--- config.mk ---
export PLATFORM = sky130hd
export DESIGN_NAME = io_cycle_ctrl
export DESIGN_NICKNAME = d
export VERILOG_FILES = /design/src/rtl/io_cycle_ctrl.sv
export SDC_FILE = /design/constraint.sdc
export NUM_CORES = 1
export LEC_CHECK = 0
export ABC_AREA = 1
export CAP_MARGIN = 10
export CORE_AREA = 2 2 45 47
export CTS_CLUSTER_SIZE = 30
export DETAILED_ROUTE_END_ITERATION = 16
export DIE_AREA = 0 0 47 49
export PLACE_DENSITY = 0.82
export SYNTH_ARGS = -nofsm -noshare
export SYNTH_HDL_FRONTEND = slang
export SYNTH_SLANG_ARGS = --single-unit
--- constraint.sdc ---
create_clock -name clk -period 1.8 [get_ports clk]
set_clock_uncertainty 0.05 [all_clocks]
set_input_delay 0.45 -clock clk [delete_from_list [all_inputs] [get_ports clk]]
set_output_delay 0.45 -clock clk [all_outputs]
set_load 0.05 [all_outputs]
--- src/rtl/io_cycle_ctrl.sv ---
// io_cycle_ctrl
//
// Sequences one CPU IO bus cycle:
//   1. Accept a microcode IO request.
//   2. Request the bus and wait for the grant.
//   3. Hold iolatch while waiting for the device acknowledge.
//   4. Strobe io_done for one enabled cycle.
// If no acknowledge arrives within TIMEOUT enabled WAIT cycles, the cycle
// is still completed, and the sticky non-existent-device flag (nxd) is set.
//
// Parameters
//   TIMEOUT    enabled WAIT cycles allowed before NXD (1..2**CNT_WIDTH)
//   CNT_WIDTH  width of the timeout down-counter
//
// Ports
//   clk, rst_n   clock, asynchronous active-low reset
//   clken        clock enable; nothing changes on edges with clken=0
//   io_start     request a cycle (sampled in IDLE only)
//   io_write     direction of the request (1 = write), captured with io_start
//   bus_grant    arbiter grant (sampled in REQ)
//   bus_ack      device acknowledge (sampled in WAIT)
//   nxd_clr      clears the sticky nxd flag
//   bus_req      high in REQ
//   bus_wr       captured direction, valid while bus_req or iolatch is high
//   iolatch      high in WAIT
//   io_busy      high in any state but IDLE
//   io_done      high in DONE
//   nxd          sticky non-existent-device flag
//   dbg_state    current FSM state (0 IDLE, 1 REQ, 2 WAIT, 3 DONE)
//
// Handshake: io_start is a level sampled only on enabled edges in IDLE.
// Requests made outside IDLE are dropped, not queued. bus_grant and bus_ack
// are likewise levels, sampled only in REQ and WAIT respectively.
module io_cycle_ctrl #(
  parameter int TIMEOUT   = 64,
  parameter int CNT_WIDTH = 8
) (
  input  logic       clk,
  input  logic       rst_n,
  input  logic       clken,
  input  logic       io_start,
  input  logic       io_write,
  input  logic       bus_grant,
  input  logic       bus_ack,
  input  logic       nxd_clr,
  output logic       bus_req,
  output logic       bus_wr,
  output logic       iolatch,
  output logic       io_busy,
  output logic       io_done,
  output logic       nxd,
  output logic [1:0] dbg_state
);

  typedef enum logic [1:0] {
    S_IDLE = 2'd0,
    S_REQ  = 2'd1,
    S_WAIT = 2'd2,
    S_DONE = 2'd3
  } state_t;

  // WAIT runs from TIMEOUT-1 down to 0 inclusive, i.e. exactly TIMEOUT edges.
  localparam logic [CNT_WIDTH-1:0] CNT_LOAD = CNT_WIDTH'(TIMEOUT - 1);

  state_t               r_state;
  state_t               w_state_nxt;
  logic [CNT_WIDTH-1:0] r_cnt;
  logic [CNT_WIDTH-1:0] w_cnt_nxt;
  logic                 r_bus_wr;
  logic                 w_bus_wr_nxt;
  logic                 r_nxd;
  logic                 w_nxd_nxt;

  always_ff @(posedge clk or negedge rst_n) begin
    if (!rst_n) begin
      r_state  <= S_IDLE;
      r_cnt    <= '0;
      r_bus_wr <= 1'b0;
      r_nxd    <= 1'b0;
    end else if (clken) begin
      r_state  <= w_state_nxt;
      r_cnt    <= w_cnt_nxt;
      r_bus_wr <= w_bus_wr_nxt;
      r_nxd    <= w_nxd_nxt;
    end
  end

  always_comb begin
    w_state_nxt  = r_state;
    w_cnt_nxt    = r_cnt;
    w_bus_wr_nxt = r_bus_wr;
    // A timeout assignment below overrides the clear, so set beats clear.
    w_nxd_nxt    = r_nxd & ~nxd_clr;
    case (r_state)
      S_IDLE: begin
        if (io_start) begin
          w_bus_wr_nxt = io_write;
          w_state_nxt  = S_REQ;
        end
      end
      S_REQ: begin
        if (bus_grant) begin
          w_cnt_nxt   = CNT_LOAD;
          w_state_nxt = S_WAIT;
        end
      end
      S_WAIT: begin
        // Acknowledge takes priority over an expiring counter.
        if (bus_ack) begin
          w_state_nxt = S_DONE;
        end else if (r_cnt == '0) begin
          w_nxd_nxt   = 1'b1;
          w_state_nxt = S_DONE;
        end else begin
          w_cnt_nxt = r_cnt - CNT_WIDTH'(1);
        end
      end
      S_DONE: begin
        w_state_nxt = S_IDLE;
      end
      default: begin
        w_state_nxt = S_IDLE;
      end
    endcase
  end

  assign bus_req   = (r_state == S_REQ);
  assign iolatch   = (r_state == S_WAIT);
  assign io_busy   = (r_state != S_IDLE);
  assign io_done   = (r_state == S_DONE);
  assign bus_wr    = r_bus_wr;
  assign nxd       = r_nxd;
  assign dbg_state = r_state;

endmodule

==> results.py <==
metrics = {
    "sta": {
        "hold_viol_final": 0,
        "tightest_slew_ns": 0.339,
        "fmax_mhz": 580,
        "setup_viol": 0,
        "post-route-period-util_pct": 95.7,
        "finalCriticalPeriod_ns": 1.72,
        "setup_ws_ns": 0.0769,
        "slew_headroom_pct": 77.4,
        "rsz0062_at_grt": "false",
        "slew_viol_final": 0,
        "tns_ns": 0,
    },
    "yosys": {
        "syn_area_um2": 853,
        "synth_nets": 130,
        "synth-edff-count": 0,
        "netlist.area_leader.share_pct": 35.2,
        "postSynthCellCount": 116,
        "ys_ff_latch": 12,
        "synth_top_cell_by_area": "dfrtp_1",
        "synth.distinct_cells": 21,
        "synthArstFlopShare_pct": 100,
        "syn_avg_cell_area_um2": 7.36,
        "synth_most_common_cell": "nand2_1",
        "yosysWarnings": 0,
        "synthTopCellsByArea": "dfrtp_1, nand2_1, ha_1",
        "ys_seq_area_share_pct": 35.2,
        "synth_commonest_cells": "nand2_1, inv_1, nor2_1",
        "synthFlopType": "dfrtp_1",
    },
    "placement": {
        "place_inst": 159,
        "gp_congestion": 0.853,
        "port_buffers": 15,
        "dp_hpwl_mm": 1.40,
        "placed_area_mm2": 0.00109,
        "dp_slack_ns": 0.115,
    },
    "route": {
        "routed_via_density": 4.80,
        "first_iter_violations": 21,
        "drc": 0,
        "ant_nets": 0,
        "wl_mm": 1.76,
        "vias": 787,
        "detail_route.wl_per_cell_um": 10.7,
        "first_pass_iters": 4,
    },
    "global_route": {
        "antenna_found_initial": 0,
        "grt_overflow_total": 0,
        "grt_usage_pct": 19.2,
        "grt_pass1_vias": 735,
        "grt_max_degree": 10,
        "grt_pass1_wl_mm": 3.14,
    },
    "finish": {
        "final_nets": 152,
        "layout-drive-gt1-share_pct": 23.4,
        "multi_input_area_um2": 500,
        "antenna_cells": 0,
        "syn2layout_area_growth_pct": 34.5,
        "stdcell_count": 164,
        "final_cell_area_mm2": 0.00115,
        "fin_util_pct": 62.3,
        "regArea_um2": 303,
        "fillCellCount": 171,
    },
    "worst_setup_path": {
        "cp_num_buf_inv": 2,
        "end_kind": "output pin",
        "cp_slowest_stage_delay_ns": 0.42,
        "path_cells": "buf_4, ha_2, buf_12",
        "cp.arrival_ns": 1.22,
        "worst_setup_path_start_kind": "register",
        "crit_path_top_delay_cell": "dfrtp_2",
        "criticalPathCategory": "register to output pin",
        "cp.required_ns": 1.30,
        "crit_fanout": 4,
        "path_delay_family": "flip-flops",
    },
    "status": {
        "status": "completed",
    },
    "pwr": {
        "vdd_drop_max_uv": 1590,
        "powerDensity_mw_per_mm2": 1950,
        "p_leak_nw": 0.559,
    },
    "job": {
        "maxCapViolations": 0,
    },
    "clock_tree": {
        "cts_root_buf": "clkbuf_4",
        "clockBufferDepth": 2,
        "tritoncts": "done",
        "htree_levels": 1,
        "path_clk_slew_ns": 0.07,
        "numCtsBuffers": 3,
        "numClockSinks": 12,
        "clk_latency_ns": 0.27,
    },
    "min_path": {
        "hold_class": "primary input to asynchronous set/reset pin",
    },
    "die": {
        "fp.coreArea_mm2": 0.00184,
        "num_rows": 16,
        "ios": 16,
        "initial_core_util_pct": 46.3,
        "dieArea_mm2": 0.00230,
        "fp.dieH_um": 49,
        "chipWidth_um": 47,
    },
}
[kinds of logic after synthesis]
family                     synth area share [%]
and+or+nand+nor                            36.7
muxes                                      1.32
DFF                                        35.2
AOI/OAI and AO/OA                          8.65
adders and majority gates                  8.80
buffers and inverters                      9.38
[per-layer routing]
| layer | routed length (um) | vias to the layer above | part of all wire [%] | global-route usage (%) |
|---|---|---|---|---|
| li1 | - | 403 | - | - |
| met3 | 95 | 2 | 5.4 | 4.44 |
| met4 | 19 | 0 | 1.1 | 9.72 |
| met5 | 0 | - | 0 | 0 |
| met1 | 816 | 357 | 46 | 26.0 |
| met2 | 827 | 25 | 47 | 27.9 |
[through the flow]
stage,power [mW],hold slack (ns)
final,2.24,0.373
after detailed placement,1.99,0.425
after CTS,2.19,0.380
after global placement,1.96,0.439
after global routing,2.43,0.397
after floorplan,1.52,0.104
[what timing repair did]
action                     4_1_cts  5_1_grt
gates resized for setup          0        5
pin swaps                        0        0
setup endpoints to repair        2        2
hold buffers                     0        0
cloned                           0        0
buffers inserted                 1        0
[state kept, by name (all words and copies together), names as in the netlist]
register	count
bus_wr	1
r_cnt	8
dbg_state	2
nxd	1
[where the power goes]
part / leakage, nW / switching, mW / total, mW / internal [mW]
registers: 0.146 / 0.125 / 0.528 / 0.403
clock network: 0.0150 / 0.0846 / 0.170 / 0.0858
logic: 0.398 / 0.928 / 1.54 / 0.612
[layout make-up]
| class | count | area share, % |
|---|---|---|
| Tap cell | 27 | 2.94 |
| Clock buffer | 4 | 2.29 |
| Sequential cell | 12 | 26.4 |
| Multi-Input combinational cell | 86 | 43.6 |
| Timing Repair Buffer | 18 | 18.8 |
| Inverter | 17 | 6.00 |
[worst paths after layout]
check                             start       end  slack (ns)  cells past startpoint
setup / recovery           dbg_state[0]   bus_req        0.08                      3
hold / removal                    rst_n  r_cnt[2]        0.37                      1
setup reg to reg           dbg_state[1]  r_cnt[3]        0.16                      9
hold reg to reg                r_cnt[6]  r_cnt[6]        0.46                      2
max in group asynchronous         rst_n  r_cnt[6]        0.93                      2
min in group clk               r_cnt[6]  r_cnt[6]        0.46                      2
[placed cells by master (no fill, tap or decap), types with 2 or more instances in the layout]
| cell | netlist | layout |
|---|---|---|
| nand2_1 | 37 | 37 |
| inv_1 | 16 | 14 |
| nor2_1 | 13 | 13 |
| dfrtp_1 | 12 | 10 |
| nand3_1 | 8 | 8 |
| clkdlybuf4s50_1 | 0 | 7 |
| buf_4 | 0 | 6 |
| o21ai_0 | 5 | 5 |
| buf_12 | 0 | 5 |
| a21oi_1 | 3 | 3 |
| ha_1 | 6 | 3 |
| clkbuf_4 | 0 | 3 |
| inv_2 | 0 | 2 |
| nor2_2 | 2 | 2 |
| nand2_2 | 2 | 2 |
| nand2_4 | 2 | 2 |
| ha_4 | 0 | 2 |
| dfrtp_2 | 0 | 2 |
Power figures use the tool's default switching activity.
